File: config.mk
export PLATFORM = sky130hd
export DESIGN_NAME = mdu_issue_ctrl
export DESIGN_NICKNAME = d
export VERILOG_FILES = /design/src/rtl/mdu_issue_ctrl_pkg.sv /design/src/rtl/mdu_issue_ctrl_lat.sv /design/src/rtl/mdu_issue_ctrl.sv
export SDC_FILE = /design/constraint.sdc
export NUM_CORES = 1
export LEC_CHECK = 0
export CAP_MARGIN = 25
export CORE_ASPECT_RATIO = 1.5
export CORE_MARGIN = 5
export CORE_UTILIZATION = 42
export CTS_BUF_LIST = sky130_fd_sc_hd__clkbuf_16
export DETAILED_ROUTE_END_ITERATION = 8
export GPL_TIMING_DRIVEN = 0
export PLACE_DENSITY = 0.74
export SLEW_MARGIN = 20
export SYNTH_ARGS = -nofsm -noshare
export SYNTH_HDL_FRONTEND = slang
export SYNTH_SLANG_ARGS = --single-unit
File: constraint.sdc
create_clock -name clk -period 1.9 [get_ports clk]
set_clock_uncertainty 0.2 [all_clocks]
set_input_delay 0.38 -clock clk [delete_from_list [all_inputs] [get_ports clk]]
set_output_delay 0.38 -clock clk [all_outputs]
set_load 0.02 [all_outputs]
File: src/rtl/mdu_issue_ctrl_pkg.sv
// Shared definitions for the E-stage MDU issue controller: mduOp encodings,
// op-class predicates, default latencies and tracker state codes.
package mdu_issue_ctrl_pkg;

    localparam logic [3:0] OP_NOPE  = 4'd0;
    localparam logic [3:0] OP_MULT  = 4'd1;
    localparam logic [3:0] OP_MULTU = 4'd2;
    localparam logic [3:0] OP_DIV   = 4'd3;
    localparam logic [3:0] OP_DIVU  = 4'd4;
    localparam logic [3:0] OP_MTHI  = 4'd5;
    localparam logic [3:0] OP_MTLO  = 4'd6;
    localparam logic [3:0] OP_MFHI  = 4'd7;
    localparam logic [3:0] OP_MFLO  = 4'd8;

    localparam int LAT_MUL_DEF = 5;
    localparam int LAT_DIV_DEF = 10;

    localparam logic [0:0] ST_IDLE = 1'b0;
    localparam logic [0:0] ST_RUN  = 1'b1;

    // Ops that start the MDU and occupy it for a latency window
    function automatic logic is_md(input logic [3:0] op);
        return (op >= OP_MULT) && (op <= OP_DIVU);
    endfunction

    // HI/LO moves: no start, but illegal while the MDU is counting
    function automatic logic is_hilo(input logic [3:0] op);
        return (op >= OP_MTHI) && (op <= OP_MFLO);
    endfunction

    function automatic logic is_div(input logic [3:0] op);
        return (op == OP_DIV) || (op == OP_DIVU);
    endfunction

endpackage

File: src/rtl/mdu_issue_ctrl_lat.sv
// Latency tracker: predicts MDU busy by counting down the op latency.
//
//   state | meaning
//   IDLE  | MDU free, a start may be issued
//   RUN   | MDU counting; pend high, r_cnt cycles remain (including this one)
module mdu_lat_tracker
    import mdu_issue_ctrl_pkg::*;
#(
    parameter int LAT_MUL = LAT_MUL_DEF,
    parameter int LAT_DIV = LAT_DIV_DEF
) (
    input  logic clk,
    input  logic reset,
    input  logic i_start,
    input  logic i_is_div,
    output logic o_pend
);

    localparam logic [3:0] W_LAT_MUL = 4'(LAT_MUL);
    localparam logic [3:0] W_LAT_DIV = 4'(LAT_DIV);

    logic [0:0] r_state;
    logic [3:0] r_cnt;

    // IDLE/RUN sequencing with a down-counter; leaves RUN when the count hits 1
    always_ff @(posedge clk or negedge reset) begin
        if (!reset) begin
            r_state <= ST_IDLE;
            r_cnt   <= 4'd0;
        end else begin
            case (r_state)
                ST_IDLE: begin
                    if (i_start) begin
                        r_state <= ST_RUN;
                        r_cnt   <= i_is_div ? W_LAT_DIV : W_LAT_MUL;
                    end
                end
                default: begin
                    if (r_cnt > 4'd1) begin
                        r_cnt <= r_cnt - 4'd1;
                    end else begin
                        r_state <= ST_IDLE;
                        r_cnt   <= 4'd0;
                    end
                end
            endcase
        end
    end

    assign o_pend = (r_state == ST_RUN);

endmodule

File: src/rtl/mdu_issue_ctrl.sv
// E-stage MDU initiator: issues mduOp/start, stalls D behind a busy MDU,
// cross-checks MDU busy against the local prediction and counts stall cycles.
module mdu_issue_ctrl
    import mdu_issue_ctrl_pkg::*;
#(
    parameter int LAT_MUL = LAT_MUL_DEF,
    parameter int LAT_DIV = LAT_DIV_DEF,
    parameter int CNT_W   = 16
) (
    input  logic             clk,
    input  logic             reset,
    input  logic             e_valid,
    input  logic [3:0]       e_op,
    input  logic             d_mdu_use,
    input  logic             mdu_busy,
    output logic [3:0]       mdu_op,
    output logic             mdu_start,
    output logic             stall_d,
    output logic             pend,
    output logic             proto_err,
    output logic [CNT_W-1:0] stall_cnt
);

    logic w_is_md;
    logic w_is_hilo;
    logic w_viol;
    logic r_proto_err;
    logic [CNT_W-1:0] r_stall_cnt;

    assign w_is_md   = is_md(e_op);
    assign w_is_hilo = is_hilo(e_op);

    // Start is forced low during reset so the stall it feeds is also quiet
    assign mdu_op    = e_valid ? e_op : OP_NOPE;
    assign mdu_start = reset & e_valid & w_is_md & ~pend;
    assign stall_d   = d_mdu_use & (mdu_start | pend);

    mdu_lat_tracker #(
        .LAT_MUL (LAT_MUL),
        .LAT_DIV (LAT_DIV)
    ) u_lat (
        .clk      (clk),
        .reset    (reset),
        .i_start  (mdu_start),
        .i_is_div (is_div(e_op)),
        .o_pend   (pend)
    );

    assign w_viol = (mdu_busy != pend)
                  | (e_valid & pend & (w_is_md | w_is_hilo))
                  | (e_valid & (e_op > OP_MFLO));

    // Sticky protocol-violation flag, cleared only by reset
    always_ff @(posedge clk or negedge reset) begin
        if (!reset) begin
            r_proto_err <= 1'b0;
        end else if (w_viol) begin
            r_proto_err <= 1'b1;
        end
    end

    // Saturating count of stalled D-stage cycles
    always_ff @(posedge clk or negedge reset) begin
        if (!reset) begin
            r_stall_cnt <= '0;
        end else if (stall_d && (r_stall_cnt != '1)) begin
            r_stall_cnt <= r_stall_cnt + 1'b1;
        end
    end

    assign proto_err = r_proto_err;
    assign stall_cnt = r_stall_cnt;

endmodule

==> metrics.txt, run 1 <==
# TYPE chip_impl_metric gauge
chip_impl_metric{name="finalPower",unit="mW"} 1.819
chip_impl_info{name="slowest_stage",value="sky130_fd_sc_hd__or3_4"} 1
chip_impl_metric{name="first_pass_grt_wire_length",unit="µm"} 4540
chip_impl_metric{name="start_util",unit="%"} 43.76
chip_impl_metric{name="number_of_global_route_vias_before_repair",unit=""} 1063
chip_impl_metric{name="postSynthCellCount",unit=""} 110
chip_impl_info{name="grt_setup_unrepaired",value="true"} 1
chip_impl_metric{name="port-buffer-count",unit=""} 32
chip_impl_metric{name="powerDensity",unit="nW/µm²"} 1066
chip_impl_metric{name="route.final.wire_length",unit="µm"} 2813
chip_impl_info{name="critical_path.most_common_cell",value="sky130_fd_sc_hd__buf_6"} 1
chip_impl_metric{name="ant_nets",unit=""} 0
chip_impl_info{name="failing_checks",value="hold timing, setup timing"} 1
chip_impl_info{name="endpoint_kind",value="primary output"} 1
chip_impl_metric{name="route.vias.total",unit=""} 1038
chip_impl_metric{name="fmaxAchievable",unit="MHz"} 524.0
chip_impl_metric{name="delay_of_the_slowest_critical_path_stage",unit="ns"} 0.39
chip_impl_metric{name="power.sequential.fraction",unit="%"} 39.0
chip_impl_metric{name="ys_types",unit=""} 41
chip_impl_metric{name="dp.final_hpwl",unit="µm"} 2021
chip_impl_metric{name="avgViaCountPerCell",unit=""} 5.492
chip_impl_metric{name="synth.avg_cell_area",unit="µm²"} 10.76
chip_impl_metric{name="syn-num-nets",unit=""} 122
chip_impl_metric{name="wl_per_cell",unit="µm"} 14.88
chip_impl_info{name="netlist.top_cell.by_area",value="sky130_fd_sc_hd__dfrtp_1"} 1
chip_impl_metric{name="power.combinational.fraction",unit="%"} 36.9
chip_impl_metric{name="placement_cell_area",unit="µm²"} 1550
chip_impl_metric{name="rows",unit=""} 23
chip_impl_metric{name="core_area",unit="µm²"} 2705
chip_impl_info{name="tritoncts_clock_tree",value="yes"} 1
chip_impl_metric{name="finalCritPeriodShare",unit="%"} 100.4
chip_impl_metric{name="worstPathMaxFanout",unit=""} 5
chip_impl_info{name="min_path_type",value="in2async"} 1
chip_impl_metric{name="final_layout_size_suffix_gt1_share",unit="%"} 23.03
chip_impl_info{name="largest_family_of_logic_cells_by_synthesized_area",value="simple AND/OR/NAND/NOR gates"} 1
chip_impl_metric{name="grt_max_degree",unit=""} 23
chip_impl_metric{name="total_clock_buffers_created_by_cts",unit=""} 3
chip_impl_metric{name="seq_area_frac_synth",unit="%"} 46.51
chip_impl_metric{name="clock_tree.htree_level_count",unit=""} 1
chip_impl_metric{name="yosys.area_share.simple",unit="%"} 23.78
chip_impl_metric{name="clock_insertion_delay_worst_skew",unit="ns"} 0.25
chip_impl_info{name="yosys-top-cells-area",value="sky130_fd_sc_hd__dfrtp_1 (47%), sky130_fd_sc_hd__xnor2_1 (5.9%), sky130_fd_sc_hd__xor2_1 (4.4%)"} 1
chip_impl_metric{name="drt_drc",unit=""} 0
chip_impl_info{name="reg2reg_to",value="stall_cnt[1]"} 1
chip_impl_metric{name="total_leakage_power",unit="nW"} 0.8609
chip_impl_metric{name="detailedRoute.firstPassIterationCount",unit=""} 4
chip_impl_metric{name="antenna_violations_before_repair",unit=""} 0
chip_impl_metric{name="path_buf_inv",unit=""} 2
chip_impl_metric{name="cts.sink_count",unit=""} 22
chip_impl_metric{name="min_period",unit="ns"} 1.908
chip_impl_info{name="worstSetupStartpointType",value="input port"} 1
chip_impl_metric{name="die-height",unit="µm"} 75.02
chip_impl_info{name="worstSetupStartpoint",value="e_op[2]"} 1
chip_impl_metric{name="groute.usage.overall",unit="%"} 15.23
chip_impl_metric{name="cp.depth",unit=""} 4
chip_impl_metric{name="max_slew.worst_pin.slew",unit="ns"} 0.5080
chip_impl_metric{name="area_delta_synth_final",unit="%"} 44.19
chip_impl_info{name="timing.critical_path.cells",value="buf_6 -> or3_4 -> a32o_2 -> buf_6"} 1
chip_impl_metric{name="synth_fa_ha_area_share",unit="%"} 4.017
chip_impl_metric{name="internal_power",unit="mW"} 1.161
chip_impl_metric{name="multiplexer_share_of_the_synthesized_area",unit="%"} 0.9514
chip_impl_metric{name="yosys_warnings",unit=""} 0
chip_impl_metric{name="power_switching_share",unit="%"} 36.19
chip_impl_metric{name="total_switching_power",unit="mW"} 0.6585
chip_impl_metric{name="globalplace.congestion",unit=""} 0.7015
chip_impl_metric{name="yosys.area.top_type_share",unit="%"} 46.51
chip_impl_info{name="setup.worst_path.end",value="stall_d"} 1
chip_impl_metric{name="mappedNetlistArea",unit="µm²"} 1184
chip_impl_metric{name="worst-r2r-cell-count",unit=""} 4
chip_impl_info{name="clk_root_buffer_cell",value="sky130_fd_sc_hd__clkbuf_16"} 1
chip_impl_metric{name="final-hold-violation-count",unit=""} 22
chip_impl_metric{name="design_area",unit="µm²"} 1707
chip_impl_info{name="reg2reg_from",value="stall_cnt[8]"} 1
chip_impl_metric{name="power.ir.vdd_worst",unit="µV"} 755.3
chip_impl_metric{name="first_iter_violations",unit=""} 8
chip_impl_metric{name="final_cells",unit=""} 189
chip_impl_metric{name="synth_compound_area_share",unit="%"} 12.16
chip_impl_metric{name="r2r_setup_slack",unit="ns"} 0.10
chip_impl_metric{name="timing.critical_path.arrival",unit="ns"} 1.33
chip_impl_metric{name="path_clk_slew",unit="ns"} 0.06
chip_impl_metric{name="io_pins",unit=""} 33
chip_impl_metric{name="synth_xor_xnor_area_share",unit="%"} 10.36
chip_impl_metric{name="fin_nets",unit=""} 165
chip_impl_metric{name="worst_slew_margin_rel",unit="%"} 66.14
chip_impl_metric{name="placed_cells",unit=""} 179
chip_impl_metric{name="n_antenna_cell",unit=""} 0
chip_impl_metric{name="clkPwrFrac",unit="%"} 24.1
chip_impl_metric{name="die_width",unit="µm"} 53.35
chip_impl_metric{name="ys_seq_elements",unit=""} 22
chip_impl_metric{name="wp_data_required",unit="ns"} 1.32
chip_impl_metric{name="setup_ws",unit="ns"} -0.008496
chip_impl_metric{name="setup_viol",unit=""} 1
chip_impl_metric{name="drv_slew",unit=""} 0
chip_impl_metric{name="design.die.area",unit="µm²"} 4002
chip_impl_metric{name="final.hold.worst_slack",unit="ns"} -0.01446
chip_impl_metric{name="grt_remaining_overflow",unit=""} 0
chip_impl_info{name="status",value="finished with violations"} 1
chip_impl_metric{name="num-fill-cells",unit=""} 240
chip_impl_metric{name="maxCapViolCount",unit=""} 0
chip_impl_info{name="layout.cells.most_common_list",value="sky130_fd_sc_hd__dfrtp_1 (21), sky130_fd_sc_hd__dlygate4sd2_1 (12), sky130_fd_sc_hd__clkdlybuf4s50_1 (8)"} 1
chip_impl_info{name="criticalPathCategory",value="in2out"} 1
chip_impl_metric{name="clock_tree.buffer_depth",unit=""} 2
chip_impl_info{name="timing.critical_path.max_delay_family",value="simple AND/OR/NAND/NOR gates"} 1
chip_impl_info{name="final_common_cell",value="sky130_fd_sc_hd__dfrtp_1"} 1
[power groups by stage]
stage          sequential, mW  combinational [mW]  clock, mW
4_1_cts                 0.703               0.655      0.453
5_1_grt                 0.735               0.738      0.465
2_1_floorplan           0.757               0.320          0
6_report                0.710               0.671      0.439
3_3_place_gp            0.703               0.623          0
3_5_place_dp            0.710               0.645          0
[worst register-to-register path: stages (launching register included)]
cell and delay, ns:
sky130_fd_sc_hd__dfrtp_1 0.45, sky130_fd_sc_hd__and4_1 0.29, sky130_fd_sc_hd__nand3_2 0.16, sky130_fd_sc_hd__o21a_2 0.29
sky130_fd_sc_hd__mux2_2 0.28
[logic make-up (layout without fill, tap and decap cells)]
logic type	count (synthesis)	after routing
AOI/OAI and AO/OA	20	20
xor gates and xnor gates	14	14
buffers and inverters	5	47
and+or+nand+nor	44	44
muxes	1	1
DFF	22	22
adders and majority gates	4	4
[synthesized netlist by cell type, drive strengths merged]
library cell,n
a31oi,1
xnor2,8
o21bai,1
nor2,6
or3b,1
o21ai,3
a32o,1
and4b,1
or3,2
nor2b,3
o22a,1
o21a,1
ha,3
o2111ai,1
a211o,1
nor3b,2
buf,1
maj3,1
nor3,2
nand4b,2
mux2,1
inv,3
o31ai,1
a21oi,6
a221o,1
and3,2
nand3,5
a41oi,1
dfrtp,22
clkbuf,1
and2,4
nand3b,1
o22ai,1
nand4,5
nand2,4
xor2,6
and4,4
[how the worst min path moves through the flow]
stage,startpoint,to,slack [ns],depth (start not counted)
after CTS,stall_cnt[15],stall_cnt[15],0.29,1
after global routing,reset,u_lat.r_cnt[2],0.03,2
after global placement,proto_err,proto_err,0.25,1
after detailed placement,stall_cnt[15],stall_cnt[15],0.28,1
after floorplan,reset,proto_err,-0.12,0
final,reset,stall_cnt[6],-0.01,2
[area by class of cell]
| class | count | area, µm² | share of cell area, % |
|---|---|---|---|
| Buffer | 2 | 16.27 | 0.9531 |
| Clock buffer | 3 | 75.07 | 4.399 |
| Clock inverter | 1 | 3.754 | 0.2199 |
| Inverter | 3 | 11.26 | 0.6598 |
| Multi-Input combinational cell | 83 | 659.4 | 38.64 |
| Sequential cell | 22 | 551.8 | 32.33 |
| Tap cell | 37 | 46.29 | 2.713 |
| Timing Repair Buffer | 38 | 342.8 | 20.09 |
[state kept, by name (all words and copies together), names as in the netlist]
signal        cells
proto_err         1
u_lat.o_pend      1
stall_cnt        16
u_lat.r_cnt       4
[metrics by stage]
stage                 TNS, ns  utilization [%]  worst slack (ns)
finish              -0.008496            63.09         -0.008496
global route         -0.02092            63.09          -0.01621
CTS                         0            60.96          0.001394
detailed placement     -27.74            57.31            -1.553
global placement       -26.65            57.31            -1.511
floorplan                   0                -          0.002429
[per-layer routing]
| layer | vias to the layer above | GRT usage [%] | part of all wire (%) |
|---|---|---|---|
| li1 | 490 | - | - |
| met1 | 524 | 15.26 | 37 |
| met2 | 17 | 28.92 | 58 |
| met3 | 7 | 3.366 | 3.2 |
| met4 | 0 | 6.818 | 1.9 |
| met5 | - | 0 | 0 |
[repair_timing]
item                                   in CTS  in global routing
setup buffers                               4                  1
pin swaps                                   2                  3
hold buffers                                1                  0
endpoints found under the hold margin      22                  0
resized for setup                          49                 19
setup endpoints to repair                  35                 15
Power figures use the tool's default switching activity.
==> inputs of run 2 (changes only) <==
- CTS_CLUSTER_DIAMETER: unset -> 80
==> results of run 2 <==
Final layout, timing and power as in run 1 (identical DEF).
